==> config.mk <==
export PLATFORM = sky130hd
export DESIGN_NAME = cypher_sender_flat
export DESIGN_NICKNAME = d
export VERILOG_FILES = /design/src/rtl/cypher_pkg.sv /design/src/rtl/cypher_sender_if.sv /design/src/rtl/cypher_nibble_sel.sv /design/src/rtl/cypher_sender.sv /design/src/flat_wrapper.sv
export SDC_FILE = /design/constraint.sdc
export NUM_CORES = 1
export LEC_CHECK = 0
export CAP_MARGIN = 5
export CORE_MARGIN = 4
export CORE_UTILIZATION = 40
export CTS_CLUSTER_DIAMETER = 120
export DETAILED_ROUTE_END_ITERATION = 8
export DONT_BUFFER_PORTS = 1
export GPL_TIMING_DRIVEN = 0
export PLACE_DENSITY = 0.57
export SYNTH_ARGS = -nofsm -noshare
export SYNTH_HDL_FRONTEND = slang
export SYNTH_HIERARCHICAL = 1
export SYNTH_SLANG_ARGS = --single-unit
==> constraint.sdc <==
create_clock -name clock -period 2.6 [get_ports clock]
set_input_delay 0.13 -clock clock [delete_from_list [all_inputs] [get_ports clock]]
set_output_delay 0.13 -clock clock [all_outputs]
set_load 0.005 [all_outputs]
==> src/rtl/cypher_pkg.sv <==
// Shared definitions for the cypher sender/detector link: FSM states, widths and
// the nibble-index-to-bit-slice convention used by both ends.
package cypher_pkg;
  localparam int NIBBLES  = 4;
  localparam int SUM_W    = 10;
  localparam int CNT_W    = 3;
  localparam int NIB_W    = 4;
  localparam int CYPHER_W = NIBBLES * NIB_W;

  typedef enum logic [1:0] {
    IDLE = 2'd0,
    SEND = 2'd1,
    DONE = 2'd2
  } state_e;

  // Index 0 is the most-significant nibble; out-of-range indices yield 0.
  function automatic logic [NIB_W-1:0] nib_slice(input logic [CYPHER_W-1:0] c,
                                                 input logic [CNT_W-1:0]    idx);
    logic [NIB_W-1:0] r;
    r = '0;
    for (int i = 0; i < NIBBLES; i++)
      if (idx == CNT_W'(i)) r = c[CYPHER_W-1-NIB_W*i -: NIB_W];
    return r;
  endfunction
endpackage

==> src/rtl/cypher_sender_if.sv <==
// Source/sink side signals of the cypher sender; master is the sender itself.
interface cypher_sender_if;
  import cypher_pkg::*;

  logic                start;
  logic                abort;
  logic [CYPHER_W-1:0] fullcypher;
  logic                ready;
  logic [NIB_W-1:0]    seq_output;
  logic                valid;
  logic                busy;
  logic                done;
  logic [SUM_W-1:0]    sum;

  modport master (
    input  start, abort, fullcypher, ready,
    output seq_output, valid, busy, done, sum
  );

  modport slave (
    output start, abort, fullcypher, ready,
    input  seq_output, valid, busy, done, sum
  );
endinterface

==> src/rtl/cypher_nibble_sel.sv <==
// Combinational 16->4 symbol mux indexed by the nibble counter.
module cypher_nibble_sel
  import cypher_pkg::*;
(
  input  logic [CYPHER_W-1:0] cypher_i,
  input  logic [CNT_W-1:0]    idx_i,
  output logic [NIB_W-1:0]    nib_o
);
  assign nib_o = nib_slice(cypher_i, idx_i);
endmodule

==> src/rtl/cypher_sender.sv <==
// Latches a 16-bit cypher on start and streams it MS-nibble first over
// valid/ready, keeping a running sum of accepted symbols.
module cypher_sender
  import cypher_pkg::*;
(
  input  logic             clock,
  input  logic             reset,
  cypher_sender_if.master  bus
);
  state_e              state_q, state_d;
  logic [CYPHER_W-1:0] cypher_q, cypher_d;
  logic [CNT_W-1:0]    cnt_q, cnt_d;
  logic [SUM_W-1:0]    sum_q, sum_d;
  logic [NIB_W-1:0]    nib;
  logic                valid, busy, done;
  logic [NIB_W-1:0]    seq;

  cypher_nibble_sel u_sel (
    .cypher_i (cypher_q),
    .idx_i    (cnt_q),
    .nib_o    (nib)
  );

  always_ff @(posedge clock) begin
    if (reset) begin
      state_q  <= IDLE;
      cypher_q <= '0;
      cnt_q    <= '0;
      sum_q    <= '0;
    end else begin
      state_q  <= state_d;
      cypher_q <= cypher_d;
      cnt_q    <= cnt_d;
      sum_q    <= sum_d;
    end
  end

  always_comb begin
    state_d  = state_q;
    cypher_d = cypher_q;
    cnt_d    = cnt_q;
    sum_d    = sum_q;
    valid    = 1'b0;
    busy     = 1'b0;
    done     = 1'b0;
    seq      = '0;
    case (state_q)
      IDLE: begin
        // start wins over a simultaneous abort here
        if (bus.start) begin
          state_d  = SEND;
          cypher_d = bus.fullcypher;
          cnt_d    = '0;
          sum_d    = '0;
        end
      end
      SEND: begin
        valid = 1'b1;
        busy  = 1'b1;
        seq   = nib;
        // abort beats an accept in the same cycle: the symbol is not counted
        if (bus.abort) begin
          state_d = IDLE;
          cnt_d   = '0;
        end else if (bus.ready) begin
          sum_d = sum_q + SUM_W'(nib);
          cnt_d = cnt_q + CNT_W'(1);
          if (cnt_q == CNT_W'(NIBBLES - 1)) state_d = DONE;
        end
      end
      DONE: begin
        busy    = 1'b1;
        done    = 1'b1;
        state_d = IDLE;
        if (bus.abort) cnt_d = '0;
      end
      default: state_d = IDLE;
    endcase
  end

  assign bus.valid      = valid;
  assign bus.busy       = busy;
  assign bus.done       = done;
  assign bus.seq_output = seq;
  assign bus.sum        = sum_q;
endmodule
==> src/flat_wrapper.sv <==
// flat-port wrapper written by rule: the top's interface ports become plain ports
module cypher_sender_flat import cypher_pkg::*;
  (clock, reset, bus_start, bus_abort, bus_fullcypher, bus_ready, bus_seq_output, bus_valid, bus_busy, bus_done, bus_sum);
  cypher_sender_if bus_i ();
  input  logic clock;
  input  logic reset;
  input wire logic [$bits(bus_i.start)-1:0] bus_start;
  input wire logic [$bits(bus_i.abort)-1:0] bus_abort;
  input wire logic [$bits(bus_i.fullcypher)-1:0] bus_fullcypher;
  input wire logic [$bits(bus_i.ready)-1:0] bus_ready;
  output wire logic [$bits(bus_i.seq_output)-1:0] bus_seq_output;
  output wire logic [$bits(bus_i.valid)-1:0] bus_valid;
  output wire logic [$bits(bus_i.busy)-1:0] bus_busy;
  output wire logic [$bits(bus_i.done)-1:0] bus_done;
  output wire logic [$bits(bus_i.sum)-1:0] bus_sum;
  assign bus_i.start = bus_start;
  assign bus_i.abort = bus_abort;
  assign bus_i.fullcypher = bus_fullcypher;
  assign bus_i.ready = bus_ready;
  assign bus_seq_output = bus_i.seq_output;
  assign bus_valid = bus_i.valid;
  assign bus_busy = bus_i.busy;
  assign bus_done = bus_i.done;
  assign bus_sum = bus_i.sum;
  cypher_sender u_core (.clock(clock), .reset(reset), .bus(bus_i));
endmodule
==> results.yml <==
synthesis:
  yosysWarningCount: 6
  syn_nets: 226
  synth-edff-count: 0
  syn_area_sq_um: 1645
  async_flop_share_pct: 0
  syn-mean-instance-area_sq_um: 8.481
  syn_inst: 194
  synth_ff_type: "dfxtp_1"
  synth_area_leaders: "dfxtp_1 (38%), nand2_1 (9.1%), a21oi_1 (8.5%)"
  synth_top_area_share_pct: 37.72
  synth.most_common_cell: "nand2_1"
  ys_ff_latch: 31
  synth_common_cells: "nand2_1 (40), dfxtp_1 (31), a21oi_1 (28)"
  synth_top_cell_by_area: "dfxtp_1"
  synth_cell_types: 36
  ys_seq_area_share_pct: 37.72
timing:
  fmax_mhz: 392.8
  whs_ps: 34.12
  post-route-period-util_pct: 97.90
  finClkSkew_ps: 3.683
  relSlewSlack_pct: 64.11
  final_hold_viol_count: 0
  rsz0062_at_grt: "true"
  max_slew.worst_pin.slew_ps: 538.3
  finalCriticalPeriod_ps: 2546
  drv_slew: 0
  tns_ps: 0
  setup_viol: 0
worst_setup_path:
  cp_max_fo: 6
  critPathCaptureType: "register"
  rrSetupSlack_ps: 50
  critPathKind: "register to register"
  crit_end: "u_core/bus.sum[8]"
  crit_required_ps: 2820
  crit_chain: "mux4_2 > nor2b_4 > ha_4 > inv_2 > fa_2 > or2b_1 > o2bb2ai_4 > or4_1 > a21boi_1"
  critPathLaunch: "u_core/cnt_q[0]"
  regToRegEndpoint: "u_core/bus.sum[8]"
  timing.rr.start: "u_core/cnt_q[0]"
  cp.arrival_ps: 2760
  r2r_cells: 9
  cp-start-kind: "register"
  crit_path_max_incr_delay_ps: 510
  cpMaxStageDelayCell: "or4_1"
clock_tree:
  root_buffer: "clkbuf_8"
  cts_max_level: 2
  clock_latency_ps: 280
  cts.sinks: 31
  cts_buffers: 5
  tritoncts: "done"
  clk_pin_slew_worst_paths_ps: 70
  cts_buffer_depth: 2
pwr:
  p_leak_nw: 0.7844
  p_int_mw: 0.8435
  switching_share_pct: 25.08
  p_switching_mw: 0.2823
  peakVddDrop_mv: 0.2914
  powerDensity_nw_per_um2: 546.6
  comb_power_share_pct: 12.9
  seqPwrFrac_pct: 44.9
  p_clk_share_pct: 42.2
detailed_routing:
  postRouteWirelength_mm: 3.843
  first_iter_violations: 66
  drc: 0
  vias: 1439
  wire_per_inst_um: 14.13
  vias_per_cell: 5.290
  postRouteAntennaNets: 0
  first_pass_iters: 4
floorplan:
  die_y_um: 72.14
  start_util_pct: 41.13
  num_io_pins: 38
  core_area_sq_um: 4000
  die_x_um: 72.14
  die_area_sq_um: 5203
  placementRows: 23
min_path:
  min_path_cells: 2
  hold_path_class: "primary input to register"
global_routing:
  gr-total-overflow: 0
  grt_usage_pct: 15.22
  antenna_found_initial: 0
  grt_pass1_wl_mm: 6.168
  grt_pass1_vias: 1350
  grt_max_degree: 12
outcome:
  status: "complete, no violations"
job:
  drv_cap: 0
finish:
  nFillCells: 380
  multi_input_area_sq_um: 991.0
  antenna_cells: 0
  final_area_sq_um: 2059
  ff_latch_area_sq_um: 625.6
  fin_nets: 253
  area_delta_synth_final_pct: 25.17
  drive_above_1_share_pct: 11.26
place:
  dpl_cell_area_sq_um: 1708
  io_buffers: 0
  hpwlAfterDp_mm: 2.815
  gp_congestion: 0.7800
[power by group through the flow]
| stage | Sequential [mW] | Combinational (mW) | Clock [mW] |
|---|---|---|---|
| floorplan | 0.512 | 0.0954 | 0 |
| global placement | 0.516 | 0.117 | 0 |
| detailed placement | 0.517 | 0.121 | 0 |
| CTS | 0.505 | 0.143 | 0.494 |
| global route | 0.507 | 0.164 | 0.510 |
| finish | 0.505 | 0.145 | 0.475 |
[flip-flops by register name, indices dropped and copies added, names as in the netlist]
name / flops
u_core/bus.sum: 10
u_core/cnt_q: 3
u_core/state_q: 2
u_core/cypher_q: 16
[worst min path at each step]
stage | startpoint | endpoint | slack [ps]
finish | bus_ready | u_core/state_q[1] | 30
global route | bus_ready | u_core/state_q[1] | 50
CTS | bus_ready | u_core/state_q[1] | 30
detailed placement | bus_fullcypher[0] | u_core/cypher_q[0] | 270
global placement | bus_fullcypher[13] | u_core/cypher_q[13] | 270
floorplan | bus_fullcypher[0] | u_core/cypher_q[0] | 270
[stage by stage]
stage | util (%) | instances | worst slack (ps) | power, mW
4_1_cts | 50.64 | 270 | 4.383 | 1.141
2_1_floorplan | - | 194 | 77.52 | 0.6078
6_report | 51.49 | 272 | 54.49 | 1.126
5_1_grt | 51.49 | 272 | -44.42 | 1.181
3_5_place_dp | 42.70 | 244 | -207.2 | 0.6378
3_3_place_gp | 42.70 | 244 | -169.5 | 0.6326
[layer usage]
layer | vias to the layer above | global-route usage, % | wire length, um
li1 | 733 | - | -
met1 | 660 | 18.62 | 1686
met2 | 41 | 25.18 | 1900
met3 | 5 | 3.740 | 210
met4 | 0 | 6.889 | 45
met5 | - | 0 | 0
[worst max-delay path: cells and delay by family, from the launching register on]
kind	cells	cell delay, ps
compound gates	2	310
buf+inv	1	30
simple gates	3	960
mux	1	340
fa+ha+maj	2	470
flops	1	370
[logic make-up (layout without fill, tap and decap cells)]
kind of cell | count (synthesis) | after routing | synth area share, %
AO/OA/AOI/OAI | 49 | 49 | 18.17
AND/OR/NAND/NOR | 76 | 76 | 22.81
buffers and inverters | 20 | 48 | 4.715
adder cells (fa/ha/maj) | 11 | 11 | 8.821
flip-flops | 31 | 31 | 37.72
multiplexers | 7 | 7 | 7.757
[final cells by class]
type | instances | area share (%)
Multi-Input combinational cell | 143 | 48.12
Sequential cell | 31 | 30.38
Timing Repair Buffer | 20 | 9.234
Clock buffer | 5 | 3.341
Tap cell | 50 | 3.038
Inverter | 12 | 2.187
Clock inverter | 3 | 2.126
Buffer | 8 | 1.580
[repair_timing]
item	CTS	global route
pin swaps	1	2
hold buffers	16	0
resized for setup	7	5
setup buffers	2	2
endpoints found under the hold margin	16	0
endpoints found under the setup margin	4	2
[cells in the final DEF, fill, tap and decap left out, drive strengths merged, types with 5 or more instances in the layout]
master       count
inv             12
buf              7
or4              5
dlygate4sd3     16
a21oi           28
nand2b           5
clkbuf          10
ha              10
nand2           40
dfxtp           31
No activity file was read; power rests on OpenSTA's default activity.
